--- src/rtl/ap_unsi_mult_pipe_pkg.sv ---
// Shared types and helpers for the pipelined unsigned approximate multiplier.
package ap_mult_pkg;

  // Widest operand the library is built for.
  localparam int MAX_WIDTH = 16;

  // Per-transaction arithmetic mode.
  typedef enum logic {
    AP_MODE_EXACT  = 1'b0,
    AP_MODE_APPROX = 1'b1
  } ap_mode_e;

  // Product width for a given operand width.
  function automatic int res_w(input int width);
    return 2 * width;
  endfunction

  // Number of partial-product bits that land in product column k.
  function automatic int col_height(input int k, input int width);
    if (k < 0 || k > 2 * width - 2) return 0;
    return (k < width) ? k + 1 : 2 * width - 1 - k;
  endfunction

endpackage

--- src/rtl/ap_unsi_mult_pipe_if.sv ---
// Operand/result stream bundle for ap_unsi_mult_pipe.
interface ap_unsi_mult_pipe_if
  import ap_mult_pkg::*;
#(
  parameter int WIDTH = 8
);

  logic                      in_valid;
  logic                      in_ready;
  logic [WIDTH-1:0]          a;
  logic [WIDTH-1:0]          b;
  logic                      approx_en;
  logic                      out_valid;
  logic                      out_ready;
  logic [res_w(WIDTH)-1:0]   res;
  logic                      res_approx;
  logic [15:0]               done_cnt;

  // Producer/consumer side driving operands and accepting results.
  modport master (
    output in_valid, a, b, approx_en, out_ready,
    input  in_ready, out_valid, res, res_approx, done_cnt
  );

  // Multiplier side.
  modport slave (
    input  in_valid, a, b, approx_en, out_ready,
    output in_ready, out_valid, res, res_approx, done_cnt
  );

endinterface

--- src/rtl/ap_unsi_mult_pipe_ppcom.sv ---
// Combinational reduction of the partial-product matrix to a sum row and a
// carry row. In approximate mode the lowest APPROX_COLS columns are replaced
// by the OR of their bits and contribute no carries.
module ap_ppcom_stage
  import ap_mult_pkg::*;
#(
  parameter int WIDTH       = 8,
  parameter int APPROX_COLS = 3
) (
  input  logic [WIDTH-1:0][WIDTH-1:0] pp,        // pp[i][j] = a[j] & b[i]
  input  ap_mode_e                    mode,
  output logic [2*WIDTH-1:0]          sum_row,
  output logic [2*WIDTH-1:0]          carry_row
);

  localparam int RES_W = res_w(WIDTH);

  // Columns that are approximated when the mode asks for it.
  localparam logic [RES_W-1:0] APPROX_MASK =
    (APPROX_COLS == 0) ? '0 : ({RES_W{1'b1}} >> (RES_W - APPROX_COLS));

  // Linear 3:2 carry-save chain over shifted rows, low columns masked off and
  // refilled with their OR when approximating.
  always_comb begin
    logic [RES_W-1:0] keep_mask;
    logic [RES_W-1:0] or_low;
    logic [RES_W-1:0] s;
    logic [RES_W-1:0] c;
    logic [RES_W-1:0] r;
    logic [RES_W-1:0] s_n;
    // NOTE: every variable gets a value before any conditional path so no latch is inferred.
    keep_mask = (mode == AP_MODE_APPROX) ? ~APPROX_MASK : {RES_W{1'b1}};
    or_low    = '0;
    r         = '0;
    s_n       = '0;

    for (int i = 0; i < WIDTH; i++) begin
      for (int j = 0; j < WIDTH; j++) begin
        if (i + j < APPROX_COLS) or_low[i+j] = or_low[i+j] | pp[i][j];
      end
    end
    or_low = or_low & ~keep_mask;

    // Masked columns hold only zeros, so no carry ever leaves them.
    s = RES_W'(pp[0]) & keep_mask;
    c = (RES_W'(pp[1]) << 1) & keep_mask;
    for (int i = 2; i < WIDTH; i++) begin
      r   = (RES_W'(pp[i]) << i) & keep_mask;
      s_n = s ^ c ^ r;
      c   = ((s & c) | (s & r) | (c & r)) << 1;
      s   = s_n;
    end

    sum_row   = s | or_low;
    carry_row = c;
  end

endmodule

--- src/rtl/ap_unsi_mult_pipe.sv ---
// Three-stage valid/ready pipelined unsigned approximate multiplier:
// S1 partial products, S2 two-row compression, S3 carry-propagate add.
module ap_unsi_mult_pipe
  import ap_mult_pkg::*;
#(
  parameter int WIDTH       = 8,
  parameter int APPROX_COLS = 3
) (
  input logic                clk,
  input logic                rst_n,
  ap_unsi_mult_pipe_if.slave bus
);

  localparam int RES_W = res_w(WIDTH);

  typedef struct packed {
    logic [WIDTH-1:0][WIDTH-1:0] pp;
    ap_mode_e                    mode;
  } stage1_t;

  typedef struct packed {
    logic [RES_W-1:0] sum_row;
    logic [RES_W-1:0] carry_row;
    ap_mode_e         mode;
  } stage2_t;

  logic             stall;
  logic             s1_valid;
  logic             s2_valid;
  logic             s3_valid;
  stage1_t          s1_d;
  stage1_t          s1_q;
  stage2_t          s2_q;
  logic [RES_W-1:0] sum_row;
  logic [RES_W-1:0] carry_row;
  logic [RES_W-1:0] res_q;
  ap_mode_e         res_mode_q;
  logic [15:0]      done_cnt_q;

  // A result held at the output freezes the whole pipe; bubbles are kept.
  assign stall        = s3_valid && !bus.out_ready;
  assign bus.in_ready = !stall;

  // Build the partial-product matrix from the incoming operands.
  always_comb begin
    s1_d      = '0;
    s1_d.mode = ap_mode_e'(bus.approx_en);
    for (int i = 0; i < WIDTH; i++) begin
      for (int j = 0; j < WIDTH; j++) begin
        s1_d.pp[i][j] = bus.a[j] & bus.b[i];
      end
    end
  end

  // S1 register: partial products and mode.
  always_ff @(posedge clk or negedge rst_n) begin
    // NOTE: sequential state uses non-blocking assignments so every stage samples pre-edge values.
    if (!rst_n) begin
      s1_valid <= 1'b0;
      s1_q     <= '0;
    end else if (!stall) begin
      s1_valid <= bus.in_valid;
      if (bus.in_valid) s1_q <= s1_d;
    end
  end

  ap_ppcom_stage #(
    .WIDTH       (WIDTH),
    .APPROX_COLS (APPROX_COLS)
  ) u_ppcom (
    .pp        (s1_q.pp),
    .mode      (s1_q.mode),
    .sum_row   (sum_row),
    .carry_row (carry_row)
  );

  // S2 register: compressed sum/carry rows.
  always_ff @(posedge clk or negedge rst_n) begin
    if (!rst_n) begin
      s2_valid <= 1'b0;
      s2_q     <= '0;
    end else if (!stall) begin
      s2_valid <= s1_valid;
      if (s1_valid) s2_q <= '{sum_row: sum_row, carry_row: carry_row, mode: s1_q.mode};
    end
  end

  // S3 register: final carry-propagate add into the result.
  always_ff @(posedge clk or negedge rst_n) begin
    if (!rst_n) begin
      s3_valid   <= 1'b0;
      res_q      <= '0;
      res_mode_q <= AP_MODE_EXACT;
    end else if (!stall) begin
      s3_valid <= s2_valid;
      if (s2_valid) begin
        res_q      <= s2_q.sum_row + s2_q.carry_row;
        res_mode_q <= s2_q.mode;
      end
    end
  end

  // Count results taken by the consumer; wraps naturally at 16 bits.
  always_ff @(posedge clk or negedge rst_n) begin
    if (!rst_n) begin
      done_cnt_q <= '0;
    end else if (s3_valid && bus.out_ready) begin
      done_cnt_q <= done_cnt_q + 16'd1;
    end
  end

  assign bus.out_valid  = s3_valid;
  assign bus.res        = res_q;
  assign bus.res_approx = (res_mode_q == AP_MODE_APPROX);
  assign bus.done_cnt   = done_cnt_q;

endmodule

--- src/flat_wrapper.sv ---
// flat-port wrapper written by rule: the top's interface ports become plain ports
module ap_unsi_mult_pipe_flat import ap_mult_pkg::*;
#(
  parameter int WIDTH       = 8,
  parameter int APPROX_COLS = 3
)
  (clk, rst_n, bus_in_valid, bus_a, bus_b, bus_approx_en, bus_out_ready, bus_in_ready, bus_out_valid, bus_res, bus_res_approx, bus_done_cnt);
  ap_unsi_mult_pipe_if #(.WIDTH(WIDTH)) bus_i ();
  input logic clk;
  input logic rst_n;
  input wire logic [$bits(bus_i.in_valid)-1:0] bus_in_valid;
  input wire logic [$bits(bus_i.a)-1:0] bus_a;
  input wire logic [$bits(bus_i.b)-1:0] bus_b;
  input wire logic [$bits(bus_i.approx_en)-1:0] bus_approx_en;
  input wire logic [$bits(bus_i.out_ready)-1:0] bus_out_ready;
  output wire logic [$bits(bus_i.in_ready)-1:0] bus_in_ready;
  output wire logic [$bits(bus_i.out_valid)-1:0] bus_out_valid;
  output wire logic [$bits(bus_i.res)-1:0] bus_res;
  output wire logic [$bits(bus_i.res_approx)-1:0] bus_res_approx;
  output wire logic [$bits(bus_i.done_cnt)-1:0] bus_done_cnt;
  assign bus_i.in_valid = bus_in_valid;
  assign bus_i.a = bus_a;
  assign bus_i.b = bus_b;
  assign bus_i.approx_en = bus_approx_en;
  assign bus_i.out_ready = bus_out_ready;
  assign bus_in_ready = bus_i.in_ready;
  assign bus_out_valid = bus_i.out_valid;
  assign bus_res = bus_i.res;
  assign bus_res_approx = bus_i.res_approx;
  assign bus_done_cnt = bus_i.done_cnt;
  ap_unsi_mult_pipe #(.WIDTH(WIDTH), .APPROX_COLS(APPROX_COLS)) u_core (.clk(clk), .rst_n(rst_n), .bus(bus_i));
endmodule
--- config.mk ---
export PLATFORM = sky130hd
export DESIGN_NAME = ap_unsi_mult_pipe_flat
export DESIGN_NICKNAME = d
export VERILOG_FILES = /design/src/rtl/ap_unsi_mult_pipe_pkg.sv /design/src/rtl/ap_unsi_mult_pipe_if.sv /design/src/rtl/ap_unsi_mult_pipe_ppcom.sv /design/src/rtl/ap_unsi_mult_pipe.sv /design/src/flat_wrapper.sv
export SDC_FILE = /design/constraint.sdc
export NUM_CORES = 1
export LEC_CHECK = 0
export ABC_AREA = 1
export BUFFER_PORTS_ARGS = -buffer_cell sky130_fd_sc_hd__buf_4
export CORE_MARGIN = 5
export CORE_UTILIZATION = 60
export CTS_CLUSTER_DIAMETER = 120
export DETAILED_ROUTE_END_ITERATION = 8
export PLACE_DENSITY = 0.8
export SLEW_MARGIN = 20
export SYNTH_ARGS = -nofsm -noshare
export SYNTH_HDL_FRONTEND = slang
export SYNTH_SLANG_ARGS = --single-unit
--- constraint.sdc ---
create_clock -name clk -period 5.1 [get_ports clk]
set_clock_uncertainty 0.1 [all_clocks]
set_input_delay 0.51 -clock clk [delete_from_list [all_inputs] [get_ports clk]]
set_output_delay 0.51 -clock clk [all_outputs]
set_load 0.01 [all_outputs]
Word level (Yosys, flattened, before mapping)
Cells that the tools add are included.
Widths: inputs -> output; s select.
- bits in read-only memories: 0
- word-level logic and storage cells: 149
- RAM bits: 0
- bits in registers: 133
- input bits: 21
- output and inout bits: 35
- memories: 0
- latch bits: 0
- muxes and demuxes: 1
- shift-type cells: 0
- multiply operators: 0
- $lt $le $gt $ge: 0
- equality and inequality tests: 0
- bitwise logic cells: 121
- div/mod/pow operators: 0
- add/subtract/negate cells: 2
- reduce and logical (&&, ||, !) cells: 7
- operator list (kind ; count):
    $and 15x15->15 ; 18
    $xor 16x16->16 ; 12
    $or 15x15->15 ; 12
    $and 1x1->1 ; 64
    $add 16x1->16 const B ; 1
    $add 16x16->16 ; 1
    $and 10x16->16 ; 1
    $and 11x16->16 ; 1
    $and 12x16->16 ; 1
    $and 13x16->16 ; 1
    $and 14x16->16 ; 1
    $and 15x16->16 ; 1
    $and 3x16->16 ; 1
    $and 8x16->16 ; 1
    $and 9x16->16 ; 1
    $not 16->16 ; 1
    $or 16x16->16 ; 1
    $reduce_and 2->1 ; 3
    $mux 3 ; 1
    $or 1x1->1 ; 3
    $logic_and 1x1->1 ; 2
    $logic_not 1->1 ; 2
    $not 1->1 ; 1

Logic depth before layout (Yosys ltp)
Gate-level depths: netlist (run 1).
- depth after elaboration: 20
- gate-level depth with buffers: 12
- gate-level depth less buffers: 12

Hierarchy
From an unflattened synthesis (run 1), not the netlist that was laid out.
- cell total of the unflattened synthesis: 834
- area, all modules: 7713.6 µm²
- by module, submodules not included (module ; area an instance (µm²) ; cells each ; sequential area each (µm²) ; instances):
    ap_unsi_mult_pipe ; 6454.9 ; 704 ; 3353.2 ; 1
    ap_ppcom_stage ; 1258.7 ; 130 ; 0.0 ; 1

Worst setup path before layout (run 1)
OpenSTA, ideal clock, no wires.
- path kind: flip-flop to flip-flop
- from: reg u_core.s1_q[7] in the netlist's numbering
- to: reg u_core.s2_q[24] in the netlist's numbering
- required time: 4.874 ns
- cell stages (with the launch flop): 9
- slack: 1.421 ns
- clock period less this slack: 3.679 ns
- arrival: 3.453 ns
- path through: dfrtp_1 fa_1 fa_1 fa_1 fa_1 inv_1 fa_1 fa_1 o21ai_0
- word-level cells in the longest chain between the ends: 15
- RTL lines (what ; RTL line ; RTL):
    start: declaration ; ap_unsi_mult_pipe.sv:32 ; stage1_t s1_q;
    start signal: assignment ; ap_unsi_mult_pipe.sv:60 ; s1_q <= '0;
    start signal: assignment ; ap_unsi_mult_pipe.sv:63 ; if (bus.in_valid) s1_q <= s1_d;
    $and 8x16->16 (*) ; ap_unsi_mult_pipe_ppcom.sv:45 ; s = RES_W'(pp[0]) & keep_mask;
    $and 15x15->15 or $xor 16x16->16 (tied branches) ; ap_unsi_mult_pipe_ppcom.sv:50, ap_unsi_mult_pipe_ppcom.sv:49 ;
    $or 15x15->15 or $xor 16x16->16 (tied branches) ; ap_unsi_mult_pipe_ppcom.sv:50, ap_unsi_mult_pipe_ppcom.sv:49 ;
    $or 15x15->15, or another cell as far along ; ap_unsi_mult_pipe_ppcom.sv:50 ; c = ((s & c) | (s & r) | (c & r)) << 1;
    $xor 16x16->16 or $or 15x15->15 (tied branches) ; ap_unsi_mult_pipe_ppcom.sv:49, ap_unsi_mult_pipe_ppcom.sv:50 ;
    $xor 16x16->16, or another cell as far along ; ap_unsi_mult_pipe_ppcom.sv:49 ; s_n = s ^ c ^ r;
    $xor 16x16->16 or $or 15x15->15 (tied branches) ; ap_unsi_mult_pipe_ppcom.sv:49, ap_unsi_mult_pipe_ppcom.sv:50 ;
    $xor 16x16->16, or another cell as far along ; ap_unsi_mult_pipe_ppcom.sv:49 ;
    $xor 16x16->16 or $or 15x15->15 (tied branches) ; ap_unsi_mult_pipe_ppcom.sv:49, ap_unsi_mult_pipe_ppcom.sv:50 ;
    $xor 16x16->16, or another cell as far along ; ap_unsi_mult_pipe_ppcom.sv:49 ;
    $xor 16x16->16 or $or 15x15->15 (tied branches) (2 in series) ; ap_unsi_mult_pipe_ppcom.sv:49, ap_unsi_mult_pipe_ppcom.sv:50 ;
    $xor 16x16->16 (*) (2 in series) ; ap_unsi_mult_pipe_ppcom.sv:49 ;
    $or 16x16->16 (*) ; ap_unsi_mult_pipe_ppcom.sv:54 ; sum_row = s | or_low;
    end signal: assignment ; ap_unsi_mult_pipe.sv:84 ; if (s1_valid) s2_q <= '{sum_row: sum_row, carry_row: carry_row, mode: s1_q.mode};
    end: declaration ; ap_unsi_mult_pipe.sv:33 ; stage2_t s2_q;
Mark *: on every way between the ends. The rest lies on a longest branch, timed or not.
A chain may end at the register's enable or synchronous reset.

Worst setup path in the final report (run 1)
- from: reg u_core.s1_q[8] in the netlist's numbering
- to: reg u_core.s2_q[24] in the netlist's numbering
- word-level cells in the longest chain between the ends: 14
- RTL lines (what ; RTL line):
    $and 8x16->16 ; ap_unsi_mult_pipe_ppcom.sv:45
    $xor 16x16->16 (12 in series) ; ap_unsi_mult_pipe_ppcom.sv:49
    $or 16x16->16 ; ap_unsi_mult_pipe_ppcom.sv:54
Every way passes these cells.

==> results_dict.tcl, run 1 <==
set metrics [dict create \
    drc 0 \
    path_clk_slew_ns 0.06 \
    nNetsFinal 814 \
    area_growth_syn_to_layout_pct 14.4 \
    die_height_um 115 \
    r2r_cells 8 \
    path_class "register to register" \
    syn-instance-count 697 \
    yosys-top-cells-count "nand2_1, dfrtp_1, nand3_1" \
    p_per_area_nw_per_um2 566 \
    antennaDiodeCount 0 \
    final_max_slew_viol_count 0 \
    num_rows 38 \
    drv_cap 0 \
    async_reset_ff_share_pct 100 \
    seq_area_frac_synth_pct 47.4 \
    maxSlewHeadroom_pct 32.0 \
    post_cts_buffers 0 \
    place_hpwl_um 9380 \
    core_um2 10800 \
    wl_per_cell_um 15.2 \
    layout-drive-gt1-share_pct 16.2 \
    root_buffer "clkbuf_8" \
    synth_fp_nets 776 \
    clock_latency_ns 0.50 \
    htreeDepth 4 \
    rrSetupSlack_ns 1.28 \
    postCtsHoldBufs 0 \
    hp-class "primary input to asynchronous set/reset pin" \
    gpl.final_weighted_congestion 0.825 \
    grt_use_total_pct 22.3 \
    grt_pass1_vias 4921 \
    setup_tns_ns 0 \
    drtIter0Drc 409 \
    synth-main-ff-cell "dfrtp_1" \
    ys_types 32 \
    synth_warnings 0 \
    cp.required_ns 5.36 \
    antenna_left 0 \
    dr.pass1.iters 5 \
    status "completed" \
    multiInputGateArea_um2 2910 \
    r2r-start "u_core.s1_q[8]" \
    synthTopCellsByArea "dfrtp_1, fa_1, nand2_1, nand3_1, inv_1" \
    rsz0062_at_grt "false" \
    fp.dieW_um 115 \
    synth-seq-cells 125 \
    synth_top_area_share_pct 47.4 \
    start_util_pct 61.2 \
    post_drt_via_cell_ratio 5.37 \
    crit_path_end_kind "register" \
    critPathLaunchType "register" \
    cts_tree "built" \
    io_pins 56 \
    cp-startpoint "u_core.s1_q[8]" \
    synth-edff-count 0 \
    numCtsBuffers 17 \
    yosysTopAreaCell "dfrtp_1" \
    antenna_found_initial 0 \
    dieArea_um2 13200 \
    finalCriticalPeriod_ns 3.82 \
    hold_viol 0 \
    portBuffers 55 \
    yosysMostFrequentCell "nand2_1" \
    grt_pass1_wl_um 23400 \
    post-route-period-util_pct 74.9 \
    setup_viol 0 \
    peakVddDrop_v 0.000346 \
    cts_sinks 125 \
    syn_area_um2 6610 \
    hold_ws_ns 0.0394 \
    ctsResizeCount 0 \
    vias 4762 \
    cts.path.max_buffers 2 \
    p_leak_nw 3.85 \
    cp_max_fo 2 \
    worst_pin_slew_ns 1.02 \
    max_freq_ghz 0.262 \
    grt_max_degree 74 \
    synth_area_per_cell_um2 9.48 \
    seqCellArea_um2 3130 \
    drt_wl_total_um 13500 \
    grt_overflow 0 \
    fill_cells 802 \
    worstPathArrival_ns 4.08 \
]
## where the power goes
group | switching (mW) | internal [mW] | total, mW | leakage (nW)
sequential | 0.173 | 1.26 | 1.43 | 1.61
combinational | 0.929 | 0.683 | 1.61 | 1.95
clock | 0.425 | 0.814 | 1.24 | 0.293
## worst max-delay path, cell delays in order, from the launching register on
cell     delay [ns]
dfrtp_1        0.41
fa_1           0.58
fa_1           0.44
fa_1           0.49
fa_1           0.51
inv_1          0.05
fa_1           0.47
fa_1           0.52
o21ai_0        0.09
## worst paths after layout
kind / end
min in group clk: u_core.s1_q[0]
min reg2reg: u_core.bus.res[3]
max: u_core.s2_q[24]
max in group asynchronous: u_core.bus.res[5]
min: u_core.bus.res[0]
max reg2reg: u_core.s2_q[24]
## placed cells by master, fill, tap and decap left out, drive strengths merged
master    count
nand2       197
dfrtp       125
nand3        86
inv          80
buf          57
o21ai        53
fa           42
nor2         29
clkbuf       20
ha           16
xor2          5
a21oi         5
clkinv        5
nand4         5
xnor2         4
bufinv        4
nand3b        3
clkinvlp      3
or2           3
o21bai        2
and2          2
a31oi         1
## through the flow
| stage | cell area [um^2] | cells | utilization [%] | power, mW | setup slack (ns) |
|---|---|---|---|---|---|
| 2_1_floorplan | 6610 | 697 | - | 2.59 | 1.42 |
| 3_3_place_gp | 6950 | 856 | 64.4 | 2.97 | 1.35 |
| 3_5_place_dp | 6950 | 856 | 64.4 | 3.06 | 1.28 |
| 4_1_cts | 7560 | 887 | 70.0 | 4.33 | 1.27 |
| 5_1_grt | 7560 | 887 | 70.0 | 4.66 | 1.15 |
| 6_report | 7560 | 887 | 70.0 | 4.28 | 1.28 |
## area by class of cell
class	count	share of cell area, %
Inverter	81	4.04
Sequential cell	125	41.4
Timing Repair Buffer	57	5.66
Clock buffer	20	5.89
Tap cell	140	2.32
Clock inverter	11	2.20
Multi-Input combinational cell	453	38.5
## sequential cells by signal, indices dropped and copies added, names as in the netlist
signal and count:
u_core.bus.done_cnt 16, u_core.bus.res_approx 1, u_core.s2_q 24, u_core.bus.res 16
u_core.s2_valid 1, u_core.s1_q 65, u_core.s1_valid 1, u_core.bus.out_valid 1
## metal layers
layer | wire (um) | track usage, % | vias to the layer above
li1 | - | - | 2253
met5 | 0 | 0 | -
met2 | 6990 | 37.6 | 112
met4 | 193 | 6.18 | 0
met1 | 5790 | 29.8 | 2379
met3 | 542 | 4.37 | 18
## logic make-up (layout without fill, tap and decap cells)
group | Yosys count | count (layout) | synth area share, %
DFF | 125 | 125 | 47.4
and+or+nand+nor | 325 | 325 | 21.5
AOI/OAI and AO/OA | 61 | 61 | 5.63
adders and majority gates | 58 | 58 | 15.8
buffers and inverters | 119 | 169 | 8.60
xor gates and xnor gates | 9 | 9 | 1.19
Note: power is estimated with default switching activity, not from simulation.
==> run 2, diff against run 1 <==
Settings changed: CORE_UTILIZATION 60 to 54, PLACE_DENSITY 0.8 to 0.76.
Clock period 5.1 ns to 3.3 ns, I/O delays scaled along.
==> results_dict.tcl, run 2 (synthesized netlist as in run 1, its figures left out) <==
set metrics [dict create \
    core_um2 12000 \
    cts_sinks 125 \
    worst_slack_ns -0.365 \
    crit_path_end_kind "register" \
    top_regs "u_core.s1_q x65, u_core.s2_q x24" \
    antenna_left 0 \
    grt_pass1_wl_um 23700 \
    root_buffer "clkbuf_16" \
    rrSetupSlack_ns -0.36 \
    hold_ws_ns 0.0305 \
    r2r-end "u_core.s2_q[25]" \
    area_growth_syn_to_layout_pct 17.4 \
    largest_register_ff_count 65 \
    whs_path_depth 3 \
    p_seq_share_pct 31.3 \
    p_leak_nw 3.92 \
    min_from "bus_approx_en" \
    r2r-start "u_core.s1_q[8]" \
    rsz0062_at_grt "true" \
    r2r_cells 8 \
    final_max_slew_viol_count 0 \
    num_rows 40 \
    maxSlewHeadroom_pct 34.4 \
    hp-class "primary input to register" \
    vias 4785 \
    dieArea_um2 14500 \
    grt_overflow 0 \
    place_hpwl_um 9110 \
    portBuffers 55 \
    swShare_pct 35.5 \
    cp_max_fo 2 \
    nNetsFinal 822 \
    drv_cap 0 \
    grt_pass1_vias 4877 \
    worstPathArrival_ns 3.85 \
    grt_max_degree 93 \
    antenna_found_initial 0 \
    p_sw_mw 2.51 \
    cp.required_ns 3.49 \
    clock_latency_ns 0.42 \
    dp_slack_ns -0.350 \
    clockPowerShare_pct 30.8 \
    drt_wl_total_um 14100 \
    holdPathEnd "u_core.s1_q[0]" \
    intPower_mw 4.55 \
    io_pins 56 \
    most-common-layout-cells "nand2_1, dfrtp_1, nand3_1, inv_1, buf_4" \
    numCtsBuffers 17 \
    antennaDiodeCount 0 \
    final_common_cell "nand2_1" \
    layout-drive-gt1-share_pct 18.9 \
    htreeDepth 4 \
    die_height_um 121 \
    fp.dieW_um 121 \
    p_per_area_nw_per_um2 910 \
    grt_use_total_pct 20.9 \
    worst_pin_slew_ns 0.983 \
    regMostFlops "u_core.s1_q" \
    post-route-period-util_pct 111 \
    gpl.final_weighted_congestion 0.887 \
    drtIter0Drc 418 \
    finalCriticalPeriod_ns 3.66 \
    path_clk_slew_ns 0.06 \
    p_total_mw 7.06 \
    post_drt_via_cell_ratio 5.30 \
    path_class "register to register" \
    cts.path.max_buffers 2 \
    start_util_pct 55.0 \
    pwr-share-comb_pct 37.9 \
    hold_viol 0 \
    critPathLaunchType "register" \
    peakVddDrop_v 0.000552 \
    violations "setup timing" \
    wl_per_cell_um 15.6 \
    max_freq_ghz 0.273 \
    setup_viol 11 \
    dr.pass1.iters 5 \
    drc 0 \
    status "complete, but fails checks" \
    cts_tree "built" \
]
run 2: cell types whose count changed in the layout (fill, tap and decap cells not counted), sizes merged:
cell / previous run / this run
bufinv: 4 / 6
inv: 80 / 82
clkinvlp: 3 / 2
clkinv: 5 / 4
clkbuf: 20 / 19
buf: 57 / 64
dlygate4sd3: 0 / 1
run 2: what timing repair did:
item	CTS	global route
pin swaps	3	2
setup endpoints to repair	12	12
hold buffers	1	0
hold endpoints to repair	59	0
gates resized for setup	6	3
buffers inserted	1	0
run 2: metal layers:
metal	vias up	track usage, %	part of all wire, %
met5	-	0	0
met1	2349	26.5	42
met3	27	5.75	5.1
li1	2271	-	-
met4	0	7.37	2.1
met2	138	34.7	51
run 2: worst max-delay path: stages (launching register included):
cell,delay (ns)
dfrtp_1,0.40
fa_1,0.44
fa_1,0.53
fa_2,0.46
fa_1,0.51
inv_1,0.05
fa_1,0.45
fa_1,0.51
o21ai_0,0.08
run 2: power by group through the flow:
stage / clock [mW] / combinational (mW) / sequential, mW
finish: 2.17 / 2.68 / 2.21
detailed placement: 0 / 2.50 / 2.22
floorplan: 0 / 1.78 / 2.23
CTS: 2.19 / 2.67 / 2.20
global placement: 0 / 2.40 / 2.20
global route: 2.27 / 3.09 / 2.25
run 2: layout make-up:
type | count | area, um^2
fill | 945 | 4260
tap | 147 | 184
sequential | 125 | 3130
clock inverter | 13 | 235
inverter | 81 | 305
multi-input combinational | 453 | 2940
clock buffer | 19 | 453
timing repair buffer | 65 | 503
run 2: worst max-delay path by stage:
| stage | from | end | slack (ns) | depth (start not counted) |
|---|---|---|---|---|
| 6_report | u_core.s1_q[8] | u_core.s2_q[25] | -0.36 | 8 |
| 5_1_grt | u_core.s1_q[8] | u_core.s2_q[25] | -0.46 | 8 |
| 4_1_cts | u_core.s1_q[21] | u_core.s2_q[24] | -0.36 | 8 |
| 3_5_place_dp | u_core.s1_q[21] | u_core.s2_q[24] | -0.35 | 8 |
| 3_3_place_gp | u_core.s1_q[22] | u_core.s2_q[24] | -0.30 | 8 |
| 2_1_floorplan | u_core.s1_q[22] | u_core.s2_q[24] | -0.24 | 8 |
run 2: stage by stage:
step | setup TNS (ns) | cell area (um^2) | instances | util, %
after floorplan | -1.20 | 6620 | 697 | -
after global placement | -1.96 | 7020 | 869 | 58.5
after detailed placement | -2.46 | 7020 | 869 | 58.5
after CTS | -2.68 | 7750 | 903 | 64.5
after global routing | -3.77 | 7750 | 903 | 64.5
final | -2.54 | 7750 | 903 | 64.5
==> run 3, diff against run 2 <==
Settings changed: SETUP_SLACK_MARGIN from default to 0.5.
==> results_dict.tcl, run 3 (synthesized netlist as in run 1, its figures left out) <==
set metrics [dict create \
    crit_path_frequent_cell "fa_2" \
    place_area_um2 7030 \
    dieArea_um2 14500 \
    status "complete, but fails checks" \
    cts.path.max_buffers 2 \
    gpl.final_weighted_congestion 0.870 \
    wl_per_cell_um 14.6 \
    endpoint "u_core.s2_q[25]" \
    grt_overflow 0 \
    nNetsFinal 824 \
    met2_usage_pct 32.9 \
    p_per_area_nw_per_um2 861 \
    peakVddDrop_v 0.000354 \
    cp-startpoint "u_core.s1_q[8]" \
    drt_wl_total_um 13300 \
    r2r_cells 8 \
    path_class "register to register" \
    portBuffers 55 \
    post-route-period-util_pct 111 \
    violations "setup timing" \
    maxSlewHeadroom_pct 56.5 \
    hold_viol 0 \
    final_common_cell "nand2_1" \
    num_rows 40 \
    drc 0 \
    numCtsBuffers 17 \
    postLayoutCoreUtil_pct 63.9 \
    root_buffer "clkbuf_16" \
    hold_ws_ns 0.0319 \
    rsz0062_at_grt "true" \
    cpPeakStageDelay_ns 0.56 \
    hp-class "primary input to register" \
    setup_viol 11 \
    place_hpwl_um 9180 \
    r2r-end "u_core.s2_q[25]" \
    drv_cap 0 \
    path_cells "fa_2 > fa_2 > fa_2 > fa_2 > inv_2 > fa_2 > fa_1 > o21ai_1" \
    path_clk_slew_ns 0.06 \
    rrSetupSlack_ns -0.35 \
    antenna_left 0 \
    drtIter0Drc 418 \
    post_drt_via_cell_ratio 5.23 \
    grt_max_degree 79 \
    setup_tns_ns -2.03 \
    max_freq_ghz 0.274 \
    fill_cells 963 \
    worstPathArrival_ns 3.89 \
    fp.dieW_um 121 \
    dr.pass1.iters 5 \
    grt_use_total_pct 19.7 \
    largest_register_ff_count 65 \
    top_regs "u_core.s1_q x65, u_core.s2_q x24" \
    cpMaxStageDelayCell "fa_2" \
    grt_pass1_vias 4925 \
    critPathLaunchType "register" \
    grt_pass1_wl_um 23000 \
    finalCriticalPeriod_ns 3.65 \
    core_um2 12000 \
    die_height_um 121 \
    busiest_layer "met2" \
    r2r-start "u_core.s1_q[8]" \
    worst_slack_ns -0.355 \
    layout-drive-gt1-share_pct 21.5 \
    crit_path_end_kind "register" \
    clock_latency_ns 0.42 \
    most-common-layout-cells "nand2_1, dfrtp_1, nand3_1, inv_1, buf_4" \
    cp.required_ns 3.54 \
    area_growth_syn_to_layout_pct 16.2 \
    cp_max_fo 2 \
    design_area_um2 7670 \
    io_pins 56 \
    p_leak_nw 3.83 \
    use_met1_pct 25.1 \
    start_util_pct 55.0 \
    use_met3_pct 5.05 \
    final_max_slew_viol_count 0 \
    cts_tree "built" \
    worst_pin_slew_ns 0.653 \
    regMostFlops "u_core.s1_q" \
    vias 4734 \
    cts_sinks 125 \
    antenna_found_initial 0 \
    antennaDiodeCount 0 \
    htreeDepth 4 \
]
-- run 3: area by class of cell --
class / count / area [um^2] / area share (%)
clock inverter: 14 / 123 / 1.60
inverter: 81 / 305 / 3.98
multi-input combinational: 453 / 2980 / 38.8
sequential: 125 / 3130 / 40.8
clock buffer: 18 / 439 / 5.72
timing repair buffer: 67 / 518 / 6.75
tap: 147 / 184 / 2.40
-- run 3: worst min path at each step --
stage                        startpoint                     end  depth (start not counted)
final                     bus_approx_en          u_core.s1_q[0]                          3
after global placement            rst_n      u_core.bus.res[14]                          1
after detailed placement          rst_n      u_core.bus.res[13]                          1
after CTS                 bus_approx_en          u_core.s1_q[0]                          3
after global routing      bus_approx_en          u_core.s1_q[0]                          3
after floorplan                   rst_n  u_core.bus.done_cnt[0]                          0
-- run 3: per-stage QoR --
| step | power (mW) | instances | setup WS [ns] |
|---|---|---|---|
| after detailed placement | 4.76 | 869 | -0.392 |
| after global placement | 4.61 | 869 | -0.302 |
| after floorplan | 4.01 | 697 | -0.235 |
| after global routing | 7.17 | 905 | -0.439 |
| after CTS | 6.63 | 905 | -0.350 |
| final | 6.61 | 905 | -0.355 |
-- run 3: routing by layer --
metal | vias to the layer above | routed length (um)
met5 | - | 0
met4 | 0 | 193
met3 | 19 | 604
met2 | 102 | 6670
met1 | 2335 | 5790
li1 | 2278 | -
-- run 3: power by group --
group	switching, mW	leakage [nW]	internal, mW
Clock	0.689	0.252	1.05
Sequential	0.265	1.61	1.94
Combinational	1.49	1.97	1.17
-- run 3: critical path: cells and delay by family (launching register included) --
kind | cells | cell delay [ns]
buffers and inverters | 1 | 0.04
AO/OA/AOI/OAI | 1 | 0.14
adder cells (fa/ha/maj) | 6 | 2.90
flip-flops | 1 | 0.40
-- run 3: repair_timing --
item / CTS / global route
setup buffers: 3 / 0
hold endpoints to repair: 47 / 0
hold buffers: 1 / 0
gates resized for setup: 12 / 12
setup endpoints to repair: 15 / 17
pin swaps: 11 / 12
